<file path="src/rtl/mm_pkg.sv">
// mm_pkg: shared state/side encodings and saturating price arithmetic for the quote engine
package mm_pkg;

    typedef enum logic [1:0] {IDLE, EVAL, ISSUE, COOLDOWN} state_e;
    typedef enum logic {SIDE_BUY = 1'b0, SIDE_SELL = 1'b1} side_e;

    function automatic logic [31:0] sat_add(input logic [31:0] a, input logic [31:0] b, input int unsigned w);
        logic [32:0] s;
        logic [32:0] lim;
        s   = {1'b0, a} + {1'b0, b};
        lim = (33'd1 << w) - 33'd1;
        return (s > lim) ? lim[31:0] : s[31:0];
    endfunction

    function automatic logic [31:0] sat_sub(input logic [31:0] a, input logic [31:0] b);
        return (a > b) ? a - b : 32'd0;
    endfunction

endpackage

</file>
<file path="src/rtl/mm_window_minmax.sv">
// mm_window_minmax: tumbling-window running min/max, publishing the result once per WINDOW samples
module mm_window_minmax
    import mm_pkg::*;
#(
    parameter int PRICE_W = 16,
    parameter int WINDOW  = 32
) (
    input  logic               clk,
    input  logic               reset,
    input  logic               sample_i,
    input  logic [PRICE_W-1:0] data_i,
    output logic [PRICE_W-1:0] win_min_o,
    output logic [PRICE_W-1:0] win_max_o,
    output logic               win_valid_o
);

    localparam int CW = $clog2(WINDOW);
    localparam logic [CW-1:0] LAST = CW'(WINDOW - 1);

    logic [CW-1:0]      cnt_q;
    logic [PRICE_W-1:0] run_min_q, run_max_q, win_min_q, win_max_q;
    logic [PRICE_W-1:0] min_d, max_d;
    logic               win_valid_q;

    // first sample of a window reseeds, later samples fold into the running extremes
    always_comb begin
        min_d = (cnt_q == '0 || data_i < run_min_q) ? data_i : run_min_q;
        max_d = (cnt_q == '0 || data_i > run_max_q) ? data_i : run_max_q;
    end

    // counter, running extremes and the published window result
    always_ff @(posedge clk or posedge reset) begin
        if (reset) begin
            cnt_q       <= '0;
            run_min_q   <= '0;
            run_max_q   <= '0;
            win_min_q   <= '0;
            win_max_q   <= '0;
            win_valid_q <= 1'b0;
        end else begin
            win_valid_q <= sample_i && cnt_q == LAST;
            if (sample_i) begin
                run_min_q <= min_d;
                run_max_q <= max_d;
                cnt_q     <= (cnt_q == LAST) ? '0 : cnt_q + 1'b1;
                if (cnt_q == LAST) begin
                    win_min_q <= min_d;
                    win_max_q <= max_d;
                end
            end
        end
    end

    assign win_min_o   = win_min_q;
    assign win_max_o   = win_max_q;
    assign win_valid_o = win_valid_q;

endmodule

</file>
<file path="src/rtl/mm_quote_engine.sv">
// mm_quote_engine: tick-driven buy/sell decision core with position limit and cooldown; MM_QUOTE_SKEW_EN enables position skew of the reservation price
module mm_quote_engine
    import mm_pkg::*;
#(
    parameter int PRICE_W      = 16,
    parameter int POS_W        = 8,
    parameter int POS_LIMIT    = 4,
    parameter int WINDOW       = 32,
    parameter int COOLDOWN_CYC = 4,
    parameter int SKEW_STEP    = 2
) (
    input  logic               clk,
    input  logic               reset,
    input  logic               px_valid,
    output logic               px_ready,
    input  logic [PRICE_W-1:0] px_data,
    input  logic [PRICE_W-1:0] cfg_reservation,
    input  logic [PRICE_W-1:0] cfg_spread,
    input  logic [PRICE_W-1:0] cfg_trend_th,
    input  logic [PRICE_W-1:0] cfg_risk_th,
    output logic               ord_valid,
    input  logic               ord_ready,
    output logic               ord_side,
    output logic [PRICE_W-1:0] ord_price,
    output logic [POS_W-1:0]   position,
    output logic               risk_halt,
    output logic [PRICE_W-1:0] win_min,
    output logic [PRICE_W-1:0] win_max,
    output logic               win_valid
);

    localparam int CDW = (COOLDOWN_CYC > 2) ? $clog2(COOLDOWN_CYC) : 1;
    localparam logic [CDW-1:0] CD_LAST = CDW'((COOLDOWN_CYC > 0) ? COOLDOWN_CYC - 1 : 0);
    localparam logic signed [POS_W-1:0] LIM = POS_W'(POS_LIMIT);
    localparam logic signed [POS_W-1:0] ONE = POS_W'(1);

    state_e                    state_q;
    side_e                     ord_side_q;
    logic [PRICE_W-1:0]        cur_q, prev_q, ord_price_q;
    logic                      prev_valid_q, risk_halt_q, ord_valid_q;
    logic signed [POS_W-1:0]   position_q;
    logic [CDW-1:0]            cd_q;
    logic [31:0]               cur_w, prev_w, res_w, bid_w, ask_w, th_w, rk_w;
    logic                      up, down, risk, buy, sell;

    assign cur_w  = 32'(cur_q);
    assign prev_w = 32'(prev_q);
    assign th_w   = 32'(cfg_trend_th);
    assign rk_w   = 32'(cfg_risk_th);

`ifdef MM_QUOTE_SKEW_EN
    logic signed [31:0] skew_w;
    assign skew_w = 32'(position_q) * 32'(SKEW_STEP);
    assign res_w  = skew_w[31] ? sat_add(32'(cfg_reservation), 32'(-skew_w), PRICE_W)
                               : sat_sub(32'(cfg_reservation), 32'(skew_w));
`else
    assign res_w  = 32'(cfg_reservation);
`endif

    assign bid_w = sat_sub(res_w, 32'(cfg_spread));
    assign ask_w = sat_add(res_w, 32'(cfg_spread), PRICE_W);
    assign up    = prev_valid_q && cur_w > sat_add(prev_w, th_w, PRICE_W);
    assign down  = prev_valid_q && cur_w < sat_sub(prev_w, th_w);
    assign risk  = cur_w < sat_sub(res_w, rk_w) || cur_w > sat_add(res_w, rk_w, PRICE_W);
    assign buy   = cur_w < bid_w && up && !risk && position_q < LIM;
    assign sell  = cur_w > ask_w && down && !risk && position_q > -LIM;

    // tick capture, evaluation, order handshake and cooldown sequencing
    always_ff @(posedge clk or posedge reset) begin
        if (reset) begin
            state_q      <= IDLE;
            cur_q        <= '0;
            prev_q       <= '0;
            prev_valid_q <= 1'b0;
            risk_halt_q  <= 1'b0;
            ord_valid_q  <= 1'b0;
            ord_side_q   <= SIDE_BUY;
            ord_price_q  <= '0;
            position_q   <= '0;
            cd_q         <= '0;
        end else begin
            case (state_q)
                IDLE: if (px_valid) begin
                    cur_q   <= px_data;
                    state_q <= EVAL;
                end
                EVAL: begin
                    risk_halt_q  <= risk;
                    prev_q       <= cur_q;
                    prev_valid_q <= 1'b1;
                    state_q      <= (buy || sell) ? ISSUE : IDLE;
                    if (buy || sell) begin
                        ord_valid_q <= 1'b1;
                        ord_side_q  <= buy ? SIDE_BUY : SIDE_SELL;
                        ord_price_q <= cur_q;
                    end
                end
                ISSUE: if (ord_ready) begin
                    ord_valid_q <= 1'b0;
                    position_q  <= (ord_side_q == SIDE_BUY) ? position_q + ONE : position_q - ONE;
                    cd_q        <= '0;
                    state_q     <= (COOLDOWN_CYC == 0) ? IDLE : COOLDOWN;
                end
                COOLDOWN: begin
                    cd_q <= cd_q + 1'b1;
                    if (cd_q == CD_LAST) state_q <= IDLE;
                end
                default: state_q <= IDLE;
            endcase
        end
    end

    mm_window_minmax #(.PRICE_W(PRICE_W), .WINDOW(WINDOW)) u_win (
        .clk        (clk),
        .reset      (reset),
        .sample_i   (px_valid && px_ready),
        .data_i     (px_data),
        .win_min_o  (win_min),
        .win_max_o  (win_max),
        .win_valid_o(win_valid)
    );

    assign px_ready  = (state_q == IDLE);
    assign ord_valid = ord_valid_q;
    assign ord_side  = ord_side_q;
    assign ord_price = ord_price_q;
    assign position  = position_q;
    assign risk_halt = risk_halt_q;

endmodule

</file>
<file path="config.mk">
export PLATFORM = sky130hd
export DESIGN_NAME = mm_quote_engine
export DESIGN_NICKNAME = d
export VERILOG_FILES = /design/src/rtl/mm_pkg.sv /design/src/rtl/mm_window_minmax.sv /design/src/rtl/mm_quote_engine.sv
export SDC_FILE = /design/constraint.sdc
export NUM_CORES = 1
export LEC_CHECK = 0
export CAP_MARGIN = 20
export CORE_MARGIN = 2
export CORE_UTILIZATION = 60
export CTS_BUF_LIST = sky130_fd_sc_hd__clkbuf_8
export DETAILED_ROUTE_END_ITERATION = 7
export HOLD_SLACK_MARGIN = 0.1
export PLACE_DENSITY = 0.89
export SLEW_MARGIN = 20
export SYNTH_ARGS = -nofsm -noshare
export SYNTH_HDL_FRONTEND = slang
export SYNTH_SLANG_ARGS = --single-unit
</file>
<file path="constraint.sdc">
create_clock -name clk -period 6.7 [get_ports clk]
set_input_delay 1.34 -clock clk [delete_from_list [all_inputs] [get_ports clk]]
set_output_delay 1.34 -clock clk [all_outputs]
set_load 0.01 [all_outputs]
</file>
# == Yosys cells after proc, flatten, opt, wreduce, memory -nomap -nowiden ==
# Index checks and enable logic that the tools add are counted.
# word_totals
reg_bits,134
output_inout_bits,61
elab_cells,98
# op_classes
add_sub_neg,10
order_cmp,16
n_eq_ne,9
n_mux,21
reduce_logical,26
# op_table
op,n
$lt 16x32->1,3
$mux 32,3
$gt 16x16->1,4
$add 16x16->17,3
$gt 16x17->1,3
$gt 17x16->1 const B,3
$mux 17,3
$sub 16x16->17,3
$mux 16,2
$lt 16x16->1,1
$logic_and 1x1->1,10
$mux 2,5
$reduce_and 2->1,5
$add 8x2->8 const B,1
$gt 8x3->1 const B,1
$lt 8x4->1 const B,1
$mux 8,1
$ne 2x2->1 const B,4
$pmux 2 s4,1
$sub 8x2->8 const B,1
$eq 2x2->1 const B,3
$reduce_and 3->1,2
$add 5x1->5 const B,1
$eq 5x5->1 const B,1
other kinds (11),17

# == Logic depth before layout (Yosys ltp) ==
# logic_depth
ltp_word,11
depth_mapped,22
ltp_nobuf,21

# == By module ==
# A second synthesis with hierarchy kept.
# unflattened
hier_cells,1627
area_unflattened_um2,13942.1
# by_module_without_submodules
module,n_inst,cells_per_inst,area_each_um2
mm_quote_engine,1,1243,9885.7
mm_window_minmax,1,384,4056.4

# == Worst setup path before layout ==
# Ideal clock, no wire load.
# synth_path
path_type,input -> register
from,in cfg_trend_th[1]
to,reg ord_price_q[0] (netlist: ord_price[0])
setup_ps,125
arrival_time_ps,5823
slack_ps,752
stages,20
path_buffers,1
cell_sequence,inv_1 > ha_1 > nand2b_1 > a221oi_1 > o221ai_1 > a221oi_1 > o221ai_1 > o31ai_1 > a32oi_1 > a211oi_1 > ha_1 > and3_1 > nand3_1 > mux2i_1 > o211ai_1 > nor4b_1 > a31oi_1 > a211oi_4 > buf_8 > mux2_4
# synth_via
elab_chain_cells,10
elab_cells_between_ends,18
classes_between,add/sub: 2; order compare: 4; mux: 2; reduce/logical: 10
# synth_lines
item,line_no,text
start: declaration,mm_quote_engine.sv:19,"input logic [PRICE_W-1:0] cfg_trend_th,"
$add 16x16->17,mm_pkg.sv:10,"s = {1'b0, a} + {1'b0, b};"
$gt 17x16->1,mm_pkg.sv:12,return (s > lim) ? lim[31:0] : s[31:0];
$mux 17,mm_pkg.sv:12,
$gt 16x17->1,mm_quote_engine.sv:62,"assign up = prev_valid_q && cur_w > sat_add(prev_w, th_w, PRICE_W);"
$logic_and 1x1->1,mm_quote_engine.sv:62,
$logic_and 1x1->1 (3 in a row),mm_quote_engine.sv:65,assign buy = cur_w < bid_w && up && !risk && position_q < LIM;
$logic_or 1x1->1 (*),mm_quote_engine.sv:92,if (buy || sell) begin
$reduce_and 2->1 (no line) (*),n/a,
end signal: assignment,mm_quote_engine.sv:95,ord_price_q <= cur_q;
end: declaration,mm_quote_engine.sv:39,"logic [PRICE_W-1:0] cur_q, prev_q, ord_price_q;"
# Every way passes the cells marked *; elsewhere a longest branch is shown, timed or not.
# A chain may end at the register's enable or synchronous reset.

# == Worst setup path after layout ==
# layout_path
from,in cfg_reservation[0]
to,reg ord_price_q[4] (netlist: ord_price[4])
# layout_via
elab_chain_cells,10
elab_cells_between_ends,26
classes_between,add/sub: 4; order compare: 8; mux: 4; reduce/logical: 10
# layout_lines
item,line_no,text
start: declaration,mm_quote_engine.sv:17,"input logic [PRICE_W-1:0] cfg_reservation,"
$add 16x16->17,mm_pkg.sv:10,
$gt 17x16->1,mm_pkg.sv:12,
$mux 17,mm_pkg.sv:12,
$gt 16x17->1,mm_quote_engine.sv:64,"assign risk = cur_w < sat_sub(res_w, rk_w) || cur_w > sat_add(res_w, rk_w, PRICE_W);"
$logic_or 1x1->1,mm_quote_engine.sv:64,
$logic_not 1->1,"mm_quote_engine.sv:65, mm_quote_engine.sv:66",
$logic_and 1x1->1 (on tied branches) (2 in a row),"mm_quote_engine.sv:65, mm_quote_engine.sv:66",
$logic_or 1x1->1 (*),mm_quote_engine.sv:92,
$reduce_and 2->1 (no line) (*),n/a,
# Marks and branches as above.

==> metrics.csv <==
stage;metric;value;unit
sta;finalHoldViolations;0;
sta;clock_skew;20.2;ps
cells_and_area;drive_gt1_frac;0.0940;
grt;grt_max_degree;74;
sta;finalCritPeriodShare;0.955;
setup_path;worst_path_most_repeated_cell;a21oi_1;
logic_synthesis;synthTopCellsByCount;230 x ha_1, 148 x inv_1, 142 x nor2_1;
sta;drv_slew;0;
clock_tree;clk_pin_slew_worst_paths;90;ps
clock_tree;cts_tree;yes;
sta;rsz0062_at_grt;false;
power;p_per_area;409;nW/um2
placement;hpwl;30800;um
logic_synthesis;yosysSeqAreaShare;0.243;
clock_tree;cts-hold-fix-buffers;0;
setup_path;required;7050;ps
logic_synthesis;synth_area_leaders;dfrtp_1 24%, ha_1 21%, mux2_2 4.6%;
power;p_leak;7.58;nW
setup_path;cp.arrival;6750;ps
hold_path;hold_class;reg2reg;
drt;wirelength;40600;um
sta;max_freq;156;MHz
sta;setup-violations-final;0;
clock_tree;cts_max_level;4;
logic_synthesis;synth_flop_cell;dfrtp_1;
logic_synthesis;ys.warnings.count;0;
placement;io_buffers;144;
sta;fin_ws;300;ps
logic_synthesis;yosysMostFrequentCell;ha_1;
logic_synthesis;synth_area;13800;um2
clock_tree;cts_buffer_depth;2;
cells_and_area;syn_to_final_growth;16.3;%
logic_synthesis;ys_ff_latch;134;
setup_path;cp-start-kind;input pin;
clock_tree;cts_inserted_buffers;17;
drt;drc;0;
setup_path;cpPeakStageDelay;460;ps
run;cap_violations;0;
floorplan;rows;55;
setup_path;crit_buf_inv;3;
grt;grt_util_all_layers;0.333;
clock_tree;cts.sinks;134;
floorplan;dieArea;24200;um2
setup_path;critPathSlowestCell;clkdlybuf4s50_1;
hold_path;min_from;prev_valid_q;
setup_path;crit_chain;clkdlybuf4s50_1 > ha_1 > inv_1 > fa_1 > o21bai_1 > a21oi_1 > o21bai_1 > a221oi_2 > o221ai_1 > a221o_1 > or3b_2 > a21oi_1 > ha_1 > a21o_1 > a211oi_1 > o2111ai_1 > a21oi_1 > nor2_1 > a32oi_2 > a211oi_4 > buf_4 > mux2_4;
sta;slew_headroom;0.365;
setup_path;endpoint_kind;flip-flop;
floorplan;ios;145;
logic_synthesis;synthesis.nets;1962;
setup_path;crit_start;cfg_reservation[0];
setup_path;r2r_start;prev_q[1];
setup_path;crit_family;compound AO/OA/AOI/OAI gates;
logic_synthesis;synth_top_area_share;0.243;
power;ir_drop;0.299;mV
cells_and_area;layout.nets;2096;
drt;drtAntennaViolNets;0;
drt;vias;13243;
drt;viasPerCell;6.39;
drt;routedWlPerCell;19.6;um
grt;grt_pass1_vias;13282;
sta;hold_ws;500;ps
power;power;6.57;mW
setup_path;crit_type;in2reg;
setup_path;cp_max_fo;5;
logic_synthesis;synth_cells;1641;
drt;drtIter0Drc;1208;
floorplan;fp.dieW;156;um
floorplan;coreArea;22600;um2
grt;antenna_found_initial;0;
placement;dp_slack;-132;ps
logic_synthesis;async_flop_share;1.00;
logic_synthesis;synth_area_leader_cell;dfrtp_1;
floorplan;die_h;156;um
sta;fin_crit;6400;ps
grt;grt_overflow;0;
logic_synthesis;synth-edff-count;0;
grt;grt_pass1_wl;65100;um
placement;place_congestion;0.949;
clock_tree;root_buffer;clkbuf_8;
outcome;status;finished clean;
logic_synthesis;syn_avg_cell_area;8.41;um2
sta;worst_pin_slew;953;ps
floorplan;start_util;0.610;
cells_and_area;n_antenna_cell;0;
drt;dr.pass1.iters;6;
logic_synthesis;netlist-cell-type-count;82;
clock_tree;clk_latency;470;ps
report_power, final:
group	internal [mW]	switching [mW]
combinational	1.93	2.25
sequential	1.17	0.527
clock	0.279	0.404
total	3.39	3.18
flip-flops by register name (all words and copies together), names as in the netlist, named ones only:
signal and cells:
state_q 1, ord_valid 1, ord_price 16, ord_side 1, risk_halt 1, u_win.cnt_q 5
u_win.win_valid_o 1, u_win.win_min_o 16, cd_q 2, u_win.win_max_o 16, u_win.run_max_q 16, prev_valid_q 1
u_win.run_min_q 16, position 8, prev_q 16, cur_q 16
worst register-to-register path, cell delays in order (launching register included):
cell and delay, ps:
dfrtp_1 460, ha_1 340, nand2b_1 180, a221oi_1 420
o221ai_1 250, a221oi_2 290, o221ai_1 220, o31ai_1 340
a32oi_1 150, a211oi_1 270, ha_1 290, and3_1 200
nand3_1 100, mux2i_1 180, o211ai_1 150, nor4b_1 440
a31oi_2 120, a211oi_4 310, buf_12 190, mux2_2 350
worst paths after layout:
kind	endpoint	cells past startpoint	slack, ps
worst max-delay path	ord_price[4]	22	300
worst min-delay path	prev_valid_q	1	500
worst max register to register	ord_price[13]	19	1320
worst min register to register	prev_valid_q	1	500
max in group asynchronous	u_win.cnt_q[2]	3	4110
min in group asynchronous	u_win.win_valid_o	2	1350
per-stage QoR:
stage / area (um2) / utilization / std cells / setup TNS (ps)
after floorplan: 13800 / - / 1641 / 0
after global placement: 15600 / 0.690 / 2041 / -80.7
after detailed placement: 15600 / 0.690 / 2041 / -1760
after CTS: 16000 / 0.708 / 2073 / 0
after global routing: 16100 / 0.709 / 2073 / 0
final: 16100 / 0.709 / 2073 / 0
layout make-up:
cell class	instances	area, um2
Inverter	148	561
Sequential cell	134	3350
Timing Repair Buffer	180	1720
Clock buffer	17	234
Fill cell	1693	6590
Tap cell	285	357
Multi-Input combinational cell	1294	9660
Clock inverter	15	163
cells in the final DEF, fill, tap and decap left out, drive strengths merged, types with 4 or more instances in the layout:
cell type / n
a211o: 5
nand3b: 8
clkdlybuf4s50: 144
nor2: 142
or4: 7
ha: 230
o21a: 23
nand2b: 15
clkbuf: 17
mux2: 65
a211oi: 14
a21oi: 106
o211ai: 14
nor2b: 20
or3: 12
inv: 155
a2111oi: 10
buf: 36
and2: 4
nand3: 56
nor3: 26
nand4: 21
xnor2: 52
or2: 5
o21bai: 24
dfrtp: 134
a31oi: 36
o21ai: 98
nor4: 7
nand2: 136
clkinv: 6
fa: 7
o31ai: 12
and4: 7
a221oi: 7
a21o: 44
xor2: 18
o221ai: 5
and3: 9
logic make-up after synthesis:
family                     synth area share
DFF                                   0.243
AOI/OAI and AO/OA                     0.209
muxes                                0.0574
xor gates and xnor gates             0.0444
adders and majority gates             0.219
and+or+nand+nor                       0.167
buffers and inverters                0.0608
timing repair:
| action | in CTS | in global routing |
|---|---|---|
| gates resized for setup | 0 | 5 |
| setup buffers | 0 | 0 |
| endpoints found under the setup margin | 0 | 18 |
per-layer routing:
metal,routed length (um),track usage,up-vias
met4,1580,0.137,0
li1,-,-,6113
met2,19700,0.579,569
met1,16300,0.407,6415
met5,0,0,-
met3,3000,0.0625,146
Power figures use the tool's default switching activity.
